### config.mk
export PLATFORM = sky130hd
export DESIGN_NAME = vz_image_loader
export DESIGN_NICKNAME = d
export VERILOG_FILES = /design/src/rtl/vz_image_loader.sv
export SDC_FILE = /design/constraint.sdc
export NUM_CORES = 1
export LEC_CHECK = 0
export CAP_MARGIN = 20
export CORE_ASPECT_RATIO = 0.8
export CORE_UTILIZATION = 50
export CTS_CLUSTER_SIZE = 14
export DETAILED_ROUTE_END_ITERATION = 7
export GPL_TIMING_DRIVEN = 0
export MAX_ROUTING_LAYER = met4
export PLACE_DENSITY_LB_ADDON = 0.1
export SKIP_LAST_GASP = 1
export SYNTH_ARGS = -nofsm -noshare
export SYNTH_HDL_FRONTEND = slang
export SYNTH_SLANG_ARGS = --single-unit
### constraint.sdc
create_clock -name clk_sys -period 3.6 [get_ports clk_sys]
set_input_delay 0.72 -clock clk_sys [delete_from_list [all_inputs] [get_ports clk_sys]]
set_output_delay 0.72 -clock clk_sys [all_outputs]
set_load 0.05 [all_outputs]
### src/rtl/vz_image_loader.sv
// vz_image_loader
//   Loads a VZ snapshot from the HPS ioctl byte stream into the shared system
//   RAM. It also arbitrates the RAM write port between the Z80 and the loader.
//   Load sequence: parse the 24-byte header, stream the payload to its start
//   address, then patch the BASIC end pointer (type F0) or the USR vector
//   (type F1). The CPU is stalled for as long as the loader owns the port.
//
// Ports
//   clk_sys, reset        : system clock, asynchronous active-high reset
//   ioctl_download/index  : download window and target index from hps_io
//   ioctl_wr/addr/dout    : byte strobe, byte offset in the image, image byte
//   ioctl_wait            : backpressure to the HPS
//   cpu_addr/dout/we      : Z80 RAM write port
//   ram_addr/din/we       : muxed RAM write port
//   cpu_wait              : stalls the Z80 while the loader owns RAM
//   busy                  : loader owns RAM
//   load_ok / load_err    : outcome of the last load
//   file_type             : type byte of the last header
//
// Byte handshake (ioctl_wr / ioctl_wait):
//   A byte is accepted on a cycle where ioctl_wr=1 and ioctl_wait=0. The
//   accepting cycle raises ioctl_wait for exactly the following cycle, and the
//   RAM write happens on that same following cycle. A strobe that arrives
//   while ioctl_wait=1 is dropped, and the load is then reported as load_err.
module vz_image_loader #(
  parameter logic [7:0]  IMAGE_INDEX   = 8'd1,
  parameter logic [15:0] RAM_BASE      = 16'h7800,
  parameter logic [15:0] BASIC_END_PTR = 16'h78F9,
  parameter logic [15:0] USR_PTR       = 16'h788E
) (
  input  logic        clk_sys,
  input  logic        reset,
  input  logic        ioctl_download,
  input  logic [7:0]  ioctl_index,
  input  logic        ioctl_wr,
  input  logic [15:0] ioctl_addr,
  input  logic [7:0]  ioctl_dout,
  output logic        ioctl_wait,
  input  logic [15:0] cpu_addr,
  input  logic [7:0]  cpu_dout,
  input  logic        cpu_we,
  output logic [15:0] ram_addr,
  output logic [7:0]  ram_din,
  output logic        ram_we,
  output logic        cpu_wait,
  output logic        busy,
  output logic        load_ok,
  output logic        load_err,
  output logic [7:0]  file_type
);

  typedef enum logic [2:0] {
    S_IDLE, S_HEADER, S_DATA, S_PTR_LO, S_PTR_HI, S_DONE, S_ERROR
  } state_t;

  state_t      state;
  logic        dl_q;
  logic [31:0] magic;      // header bytes 0..3, byte 0 in the top byte
  logic [15:0] start;
  logic [15:0] len;
  logic        viol;       // a strobe was dropped during this load
  logic [15:0] ld_addr;
  logic [7:0]  ld_din;
  logic        ld_we;

  logic        dl_rise;
  logic        dl_fall;
  logic        violation;
  logic [15:0] data_addr;
  logic        magic_good;
  logic        type_good;
  logic [15:0] ptr_base;
  logic [15:0] ptr_val;

  assign dl_rise    = ioctl_download & ~dl_q & (ioctl_index == IMAGE_INDEX);
  assign dl_fall    = ~ioctl_download & dl_q;
  assign violation  = ioctl_wr & ioctl_wait;
  assign data_addr  = start + ioctl_addr - 16'd24;
  assign magic_good = (magic == 32'h565A_4630) || (magic == 32'h2020_0000);
  assign type_good  = (file_type == 8'hF0) || (file_type == 8'hF1);
  assign ptr_base   = (file_type == 8'hF0) ? BASIC_END_PTR : USR_PTR;
  assign ptr_val    = (file_type == 8'hF0) ? (start + len) : start;

  // While the loader owns the port the CPU cannot write at all. Reset also
  // masks the CPU strobe so the port is quiet during reset.
  assign ram_addr = busy ? ld_addr : cpu_addr;
  assign ram_din  = busy ? ld_din  : cpu_dout;
  assign ram_we   = busy ? ld_we   : (cpu_we & ~reset);

  always_ff @(posedge clk_sys or posedge reset) begin
    if (reset) begin
      state      <= S_IDLE;
      dl_q       <= 1'b0;
      magic      <= '0;
      start      <= '0;
      len        <= '0;
      viol       <= 1'b0;
      ld_addr    <= '0;
      ld_din     <= '0;
      ld_we      <= 1'b0;
      ioctl_wait <= 1'b0;
      cpu_wait   <= 1'b0;
      busy       <= 1'b0;
      load_ok    <= 1'b0;
      load_err   <= 1'b0;
      file_type  <= '0;
    end else begin
      dl_q       <= ioctl_download;
      ld_we      <= 1'b0;
      ioctl_wait <= 1'b0;

      // A matching download start always wins, whatever the current state.
      if (dl_rise) begin
        state    <= S_HEADER;
        load_ok  <= 1'b0;
        load_err <= 1'b0;
        len      <= '0;
        magic    <= '0;
        viol     <= 1'b0;
        busy     <= 1'b1;
        cpu_wait <= 1'b1;
      end else begin
        case (state)
          S_IDLE: ;

          S_HEADER: begin
            if (dl_fall) begin
              state <= S_ERROR;
            end else if (violation) begin
              viol <= 1'b1;
            end else if (ioctl_wr) begin
              ioctl_wait <= 1'b1;
              case (ioctl_addr)
                16'd0:  magic[31:24] <= ioctl_dout;
                16'd1:  magic[23:16] <= ioctl_dout;
                16'd2:  magic[15:8]  <= ioctl_dout;
                16'd3:  magic[7:0]   <= ioctl_dout;
                16'd21: file_type    <= ioctl_dout;
                16'd22: start[7:0]   <= ioctl_dout;
                16'd23: begin
                  start[15:8] <= ioctl_dout;
                  state       <= (magic_good && type_good) ? S_DATA : S_ERROR;
                end
                default: ;
              endcase
            end
          end

          S_DATA: begin
            if (dl_fall) begin
              state <= S_PTR_LO;
            end else if (violation) begin
              viol <= 1'b1;
            end else if (ioctl_wr) begin
              ioctl_wait <= 1'b1;
              if (len != 16'hFFFF) len <= len + 16'd1;
              // Bytes aimed below writable RAM still count toward the length.
              if (data_addr >= RAM_BASE) begin
                ld_we   <= 1'b1;
                ld_addr <= data_addr;
                ld_din  <= ioctl_dout;
              end
            end
          end

          S_PTR_LO: begin
            ld_we   <= 1'b1;
            ld_addr <= ptr_base;
            ld_din  <= ptr_val[7:0];
            state   <= S_PTR_HI;
          end

          S_PTR_HI: begin
            ld_we   <= 1'b1;
            ld_addr <= ptr_base + 16'd1;
            ld_din  <= ptr_val[15:8];
            state   <= S_DONE;
          end

          S_DONE: begin
            busy     <= 1'b0;
            cpu_wait <= 1'b0;
            load_ok  <= ~viol;
            load_err <= viol;
            state    <= S_IDLE;
          end

          S_ERROR: begin
            // Bytes are swallowed until the download window closes. This also
            // covers a truncated header, where the window has already closed.
            if (!ioctl_download) begin
              load_err <= 1'b1;
              busy     <= 1'b0;
              cpu_wait <= 1'b0;
              state    <= S_IDLE;
            end
          end

          default: state <= S_IDLE;
        endcase
      end
    end
  end

endmodule

After elaboration in Yosys (flattened, before gate mapping)
Cells that the tools add are included.

word-level totals
  output and inout bits = 38
  memory bits (read-only) = 0
  memories = 0
  bits in registers = 106
  logic and storage cells = 160
  RAM bits = 0
  latch bits = 0

operators by class
  bitwise operators = 12
  equality and inequality tests = 30
  magnitude comparators = 1
  mux-type cells = 62
  add/subtract/negate cells = 5
  reduce and logical (&&, ||, !) cells = 32
  shift-type cells = 0
  div/mod/pow operators = 0
  multiply operators = 0

operators by type and width
  operator                                               number
  two-way mux 16 bit                                     12
  two-way mux 32 bit                                     5
  two-way mux 8 bit                                      9
  == test 16 x 5 -> 1 bit, second input constant         3
  one-hot mux 16 bit (3 select lines)                    1
  adder 16 bit                                           2
  == test 16 x 2 -> 1 bit, second input constant         2
  == test 32 x 30 -> 1 bit, second input constant        1
  == test 32 x 31 -> 1 bit, second input constant        1
  AND reduction 6 bit                                    5
  AND reduction 5 bit                                    5
  two-way mux 3 bit                                      8
  one-hot mux 8 bit (3 select lines)                     1
  nonzero test 2 bit                                     11
  two-way mux 1 bit                                      21
  one-hot mux 3 bit (6 select lines)                     1
  adder 15 x 1 -> 16 bit, second input constant          1
  adder 16 x 1 -> 16 bit, second input constant          1
  == test 16 x 1 -> 1 bit, second input constant         1
  == test 8 bit, second input constant                   2
  >= comparator 16 x 15 -> 1 bit, second input constant  1
  logical NOT 16 bit                                     1
  != test 16 bit, second input constant                  1
  subtractor 16 x 5 -> 16 bit, second input constant     1
  other kinds (18)                                       45

Depth between registers and ports, before layout
  depth after elaboration = 10
  gate-level depth with buffers = 13
  mapped depth without buffers = 12

Worst setup path after synthesis
No wires, ideal clock.

  path type = input port to flip-flop
  start point = input ioctl_addr[6]
  end point = register ld_addr[10]
  required time = 3.475 ns
  buffers on the path = 1
  stages = 13
  arrival = 3.464 ns
  path slack = 0.011 ns
  path through = inv_1 ha_1 inv_1 ha_1 a21o_1 or3_1 o22a_2 a311o_1 xnor2_2 nand2_1 a22oi_4 buf_12 mux2_4

between the ends
  cells in the longest elaborated chain, start to end = 7
  elaborated cells between the ends (all ways) = 10
  classes of those cells = 2 x add/sub; 1 x order compare; 1 x eq/ne; 5 x mux; 1 x reduce/logical

ends and longest elaborated chain
  item                                                                                    RTL line  RTL
  start, declared                                                                         36        input logic [15:0] ioctl_addr,
  adder 16 bit *                                                                          78        assign data_addr = start + ioctl_addr - 16'd24;
  subtractor 16 x 5 -> 16 bit *                                                           78
  parallel branches: the longest is 5 deep, another holds >= comparator 16 x 15 -> 1 bit  --
  end signal, assigned                                                                    160       ld_addr <= data_addr;
  end signal, assigned                                                                    168       ld_addr <= ptr_base;
  end signal, assigned                                                                    175       ld_addr <= ptr_base + 16'd1;
  end, declared                                                                           62        logic [15:0] ld_addr;

Every way passes the cells marked *. The select of a mux whose other input is x is not followed.
A chain may end at the register's enable or synchronous reset.

Worst setup path after layout
  start point = input ioctl_addr[5]
  end point = register ld_din[4]

between the ends
  cells in the longest elaborated chain, start to end = 5

ends and longest elaborated chain
  item                                  RTL line  RTL
  adder 16 bit                          78
  subtractor 16 x 5 -> 16 bit           78
  >= comparator 16 x 15 -> 1 bit        158       if (data_addr >= RAM_BASE) begin
  != test 2 bit (no source line)        --
  AND reduction 6 bit (no source line)  --
  end signal, assigned                  161       ld_din <= ioctl_dout;
  end signal, assigned                  169       ld_din <= ptr_val[7:0];
  end signal, assigned                  176       ld_din <= ptr_val[15:8];
  end, declared                         63        logic [7:0] ld_din;

No other way between the ends.

==> results.py <==
metrics = {
    "detailed_routing": {
        "drt_pass1_iterations": 5,
        "drc": 0,
        "first_iter_violations": 400,
        "per_cell_via_count_in_the_routed_design": 5.675,
        "ant_nets": 0,
        "routed_wl_mm": 19.20,
        "avgRoutedWirePerCell_um": 18.27,
        "num_vias": 5964,
    },
    "logic_synthesis": {
        "synthesis.area_um2": 7068,
        "synth-edff-count": 0,
        "postSynthNetCount": 844,
        "leading_post_synthesis_cells_by_cell_area": "sky130_fd_sc_hd__dfrtp_1, sky130_fd_sc_hd__ha_1, sky130_fd_sc_hd__mux2_2, sky130_fd_sc_hd__mux2i_1, sky130_fd_sc_hd__nor2_1",
        "synth_sequential_area_ratio": 0.3753,
        "combinational_family_with_the_most_area_after_synthesis": "simple AND/OR/NAND/NOR gates",
        "ys_ff_latch": 106,
        "top_cell_type_s_share_of_synthesized_area": 0.3753,
        "synthXorXnorAreaFrac": 0.05559,
        "synth_top_cells_by_count": "sky130_fd_sc_hd__dfrtp_1, sky130_fd_sc_hd__nor2_1, sky130_fd_sc_hd__inv_1",
        "dominantRegCellSynth": "sky130_fd_sc_hd__dfrtp_1",
        "yosysMostFrequentCell": "sky130_fd_sc_hd__dfrtp_1",
        "yosys.area_share.adder": 0.08532,
        "yosysTopAreaCell": "sky130_fd_sc_hd__dfrtp_1",
        "synthMuxAreaShare": 0.1526,
        "synthesis.instances": 736,
        "synthesis.yosys.warnings": 0,
        "post_synth_and_or_nand_nor_area_fraction": 0.1616,
        "synthesis.area_per_instance_um2": 9.603,
        "ys_types": 72,
        "synth_compound_gate_area_share": 0.1149,
        "synth-async-reset-ratio": 1.000,
    },
    "final_layout": {
        "drive_above_1_share": 0.1825,
        "area_growth_syn_to_layout_pct": 26.59,
        "insertedDiodeCount": 0,
        "num-nets-final": 974,
        "stdcell_count": 1051,
        "final_cell_area_um2": 8947,
    },
    "critical_path": {
        "worstSetupStartpointType": "input port",
        "worstSetupPathType": "in2reg",
        "critPathRequiredTime_ns": 3.84,
        "worst_path_largest_cell_delay_ns": 0.35,
        "critical_path_arrival_ns": 3.77,
        "critPathCaptureType": "flop",
        "timing.critical_path.cells": "dlygate4sd2_1 > inv_1 > ha_1 > inv_2 > ha_4 > a21o_1 > or3_1 > o22a_2 > a311o_1 > xnor2_2 > nand2_2 > a22oi_4 > buf_12 > bufbuf_16 > mux2_4",
        "critical_path_peak_fanout": 6,
        "slowest_stage_cell_crit_path": "sky130_fd_sc_hd__a311o_1",
    },
    "clock_network": {
        "tritoncts.num_buffers": 9,
        "cts_htree_levels": 3,
        "clk_transition_reported_paths_ns": 0.07,
        "tritoncts_num_sinks": 106,
        "clock_tree.buffer_depth": 2,
        "tritoncts": "built",
        "clock_insertion_delay_worst_skew_ns": 0.36,
        "clock_root_buffer": "sky130_fd_sc_hd__clkbuf_16",
    },
    "floorplan": {
        "dieHeight_um": 108.3,
        "die_area_um2": 14620,
        "starting_density_of_the_core": 0.5162,
        "placement_row_count": 38,
        "top_level_ports": 99,
        "die_w_um": 134.9,
        "coreArea_um2": 13690,
    },
    "global_routing": {
        "grt.overflow.total": 0,
        "grt_first_pass_wirelength_mm": 30.32,
        "grt_antenna_before_repair": 0,
        "largest_net_degree_at_the_start_of_global_routing": 75,
        "via_count_of_the_first_global_routing_pass": 5743,
        "grtUsageTotal": 0.2844,
    },
    "timing": {
        "post_layout_minimum_cycle_time_ns": 3.522,
        "skew_ns": 0.007754,
        "finalCritPeriodShare": 0.9784,
        "timing.final.setup_violations": 0,
        "worstMarginPinSlew_ns": 0.8218,
        "hold_ws_ns": 0.5057,
        "timing_hold_violations_final": 0,
        "rsz0062_at_grt": "false",
        "slew_headroom": 0.4450,
        "timing_max_transition_violations_final": 0,
        "fmax_mhz": 283.9,
    },
    "status": {
        "run_status": "finished, final reports clean",
    },
    "min_path": {
        "hold_path_class": "reg2reg",
    },
    "placement": {
        "globalplace.congestion": 0.8921,
        "dp_hpwl_mm": 14.38,
        "placedInstanceArea_um2": 8269,
        "port_buffers": 94,
        "dp_cells": 1012,
    },
    "power_and_ir_drop": {
        "ir_worst_vdd_uv": 446.2,
        "p_per_area_nw_per_um2": 502.0,
        "cellLeakagePower_nw": 4.174,
    },
    "flow_run": {
        "max-cap-violations": 0,
    },
}
-- critical path: cells and delay by family --
family                   cells  cell delay, ns
AO/OA/AOI/OAI                4            1.02
XOR/XNOR                     1            0.19
adder cells (fa/ha/maj)      2            0.41
buffers and inverters        5            0.74
multiplexers                 1            0.28
AND/OR/NAND/NOR              2            0.39
-- cells in the final DEF (no fill, tap or decap), types with 13 or more instances in the layout --
cell,Yosys,final
sky130_fd_sc_hd__mux2_2,42,42
sky130_fd_sc_hd__clkdlybuf4s50_1,0,80
sky130_fd_sc_hd__xnor2_1,16,15
sky130_fd_sc_hd__mux2_4,17,17
sky130_fd_sc_hd__o21ai_0,43,42
sky130_fd_sc_hd__buf_4,1,20
sky130_fd_sc_hd__mux2i_1,35,35
sky130_fd_sc_hd__inv_1,59,52
sky130_fd_sc_hd__nor2_1,88,88
sky130_fd_sc_hd__dfrtp_1,106,106
sky130_fd_sc_hd__ha_1,45,33
sky130_fd_sc_hd__xor2_1,27,26
sky130_fd_sc_hd__nand2_1,51,50
sky130_fd_sc_hd__a21oi_1,29,28
sky130_fd_sc_hd__clkbuf_1,14,13
-- metal layers --
| metal | GRT usage | share of wire | vias to the layer above |
|---|---|---|---|
| met5 | - | 0 | - |
| met4 | 0.08828 | 0.020 | 0 |
| li1 | - | - | 2845 |
| met2 | 0.4444 | 0.45 | 220 |
| met3 | 0.04688 | 0.051 | 30 |
| met1 | 0.3797 | 0.48 | 2869 |
-- cell families (layout without fill, tap and decap cells) --
kind of cell	after synthesis	after routing
buffers and inverters	86	221
muxes	94	94
adders and majority gates	47	47
AOI/OAI and AO/OA	126	126
and+or+nand+nor	233	233
xor gates and xnor gates	44	44
DFF	106	106
-- report_power, final --
part           leakage (nW)  internal (W)  switching [W]
registers              1.34       0.00139       0.000137
logic                  2.68       0.00105       0.000904
clock network         0.152      0.000526       0.000481
-- flip-flops by register name (all words and copies together), names as in the netlist --
signal      cells
magic          32
ld_addr        16
len            16
start          16
file_type       8
ld_din          8
state           3
busy            1
dl_q            1
ioctl_wait      1
ld_we           1
load_err        1
load_ok         1
viol            1
-- stage by stage --
stage / TNS [ns] / worst slack (ns) / util / power [W]
2_1_floorplan: 0 / 0.01074 / - / 0.002752
3_3_place_gp: -177.29 / -1.496 / 0.6013 / 0.003157
3_5_place_dp: -19.70 / -0.8459 / 0.6039 / 0.003195
4_1_cts: 0 / 0.003185 / 0.6498 / 0.004503
5_1_grt: 0 / 0.001271 / 0.6534 / 0.004736
6_report: 0 / 0.07760 / 0.6534 / 0.004491
-- timing repair --
action,in CTS,in global routing
gates cloned,2,0
buffers inserted,19,2
endpoints found under the hold margin,0,0
gates resized for setup,38,29
setup endpoints to repair,25,34
pin swaps,9,8
hold buffers,0,0
-- layout make-up --
cell class              instances  area (µm²)
repair buffers                119        1172
clock buffers                  11       252.7
multi-input cells             544        4203
plain buffers                  27       166.4
well taps                     180       225.2
fillers                      1100        4746
flip-flops and latches        106        2653
clock inverters                 5       51.30
inverters                      59       224.0
-- worst paths after layout --
kind / from / end / slack (ns) / depth (start not counted)
max: ioctl_addr[5] / ld_din[4] / 0.08 / 15
min: ld_addr[11] / ld_addr[11] / 0.51 / 1
max reg2reg: start[10] / ld_din[4] / 0.14 / 14
min reg2reg: ld_addr[11] / ld_addr[11] / 0.51 / 1
max in group asynchronous: reset / len[15] / 2.10 / 3
min in group asynchronous: reset / ld_we / 0.77 / 2
No activity file was read; power rests on OpenSTA's default activity.
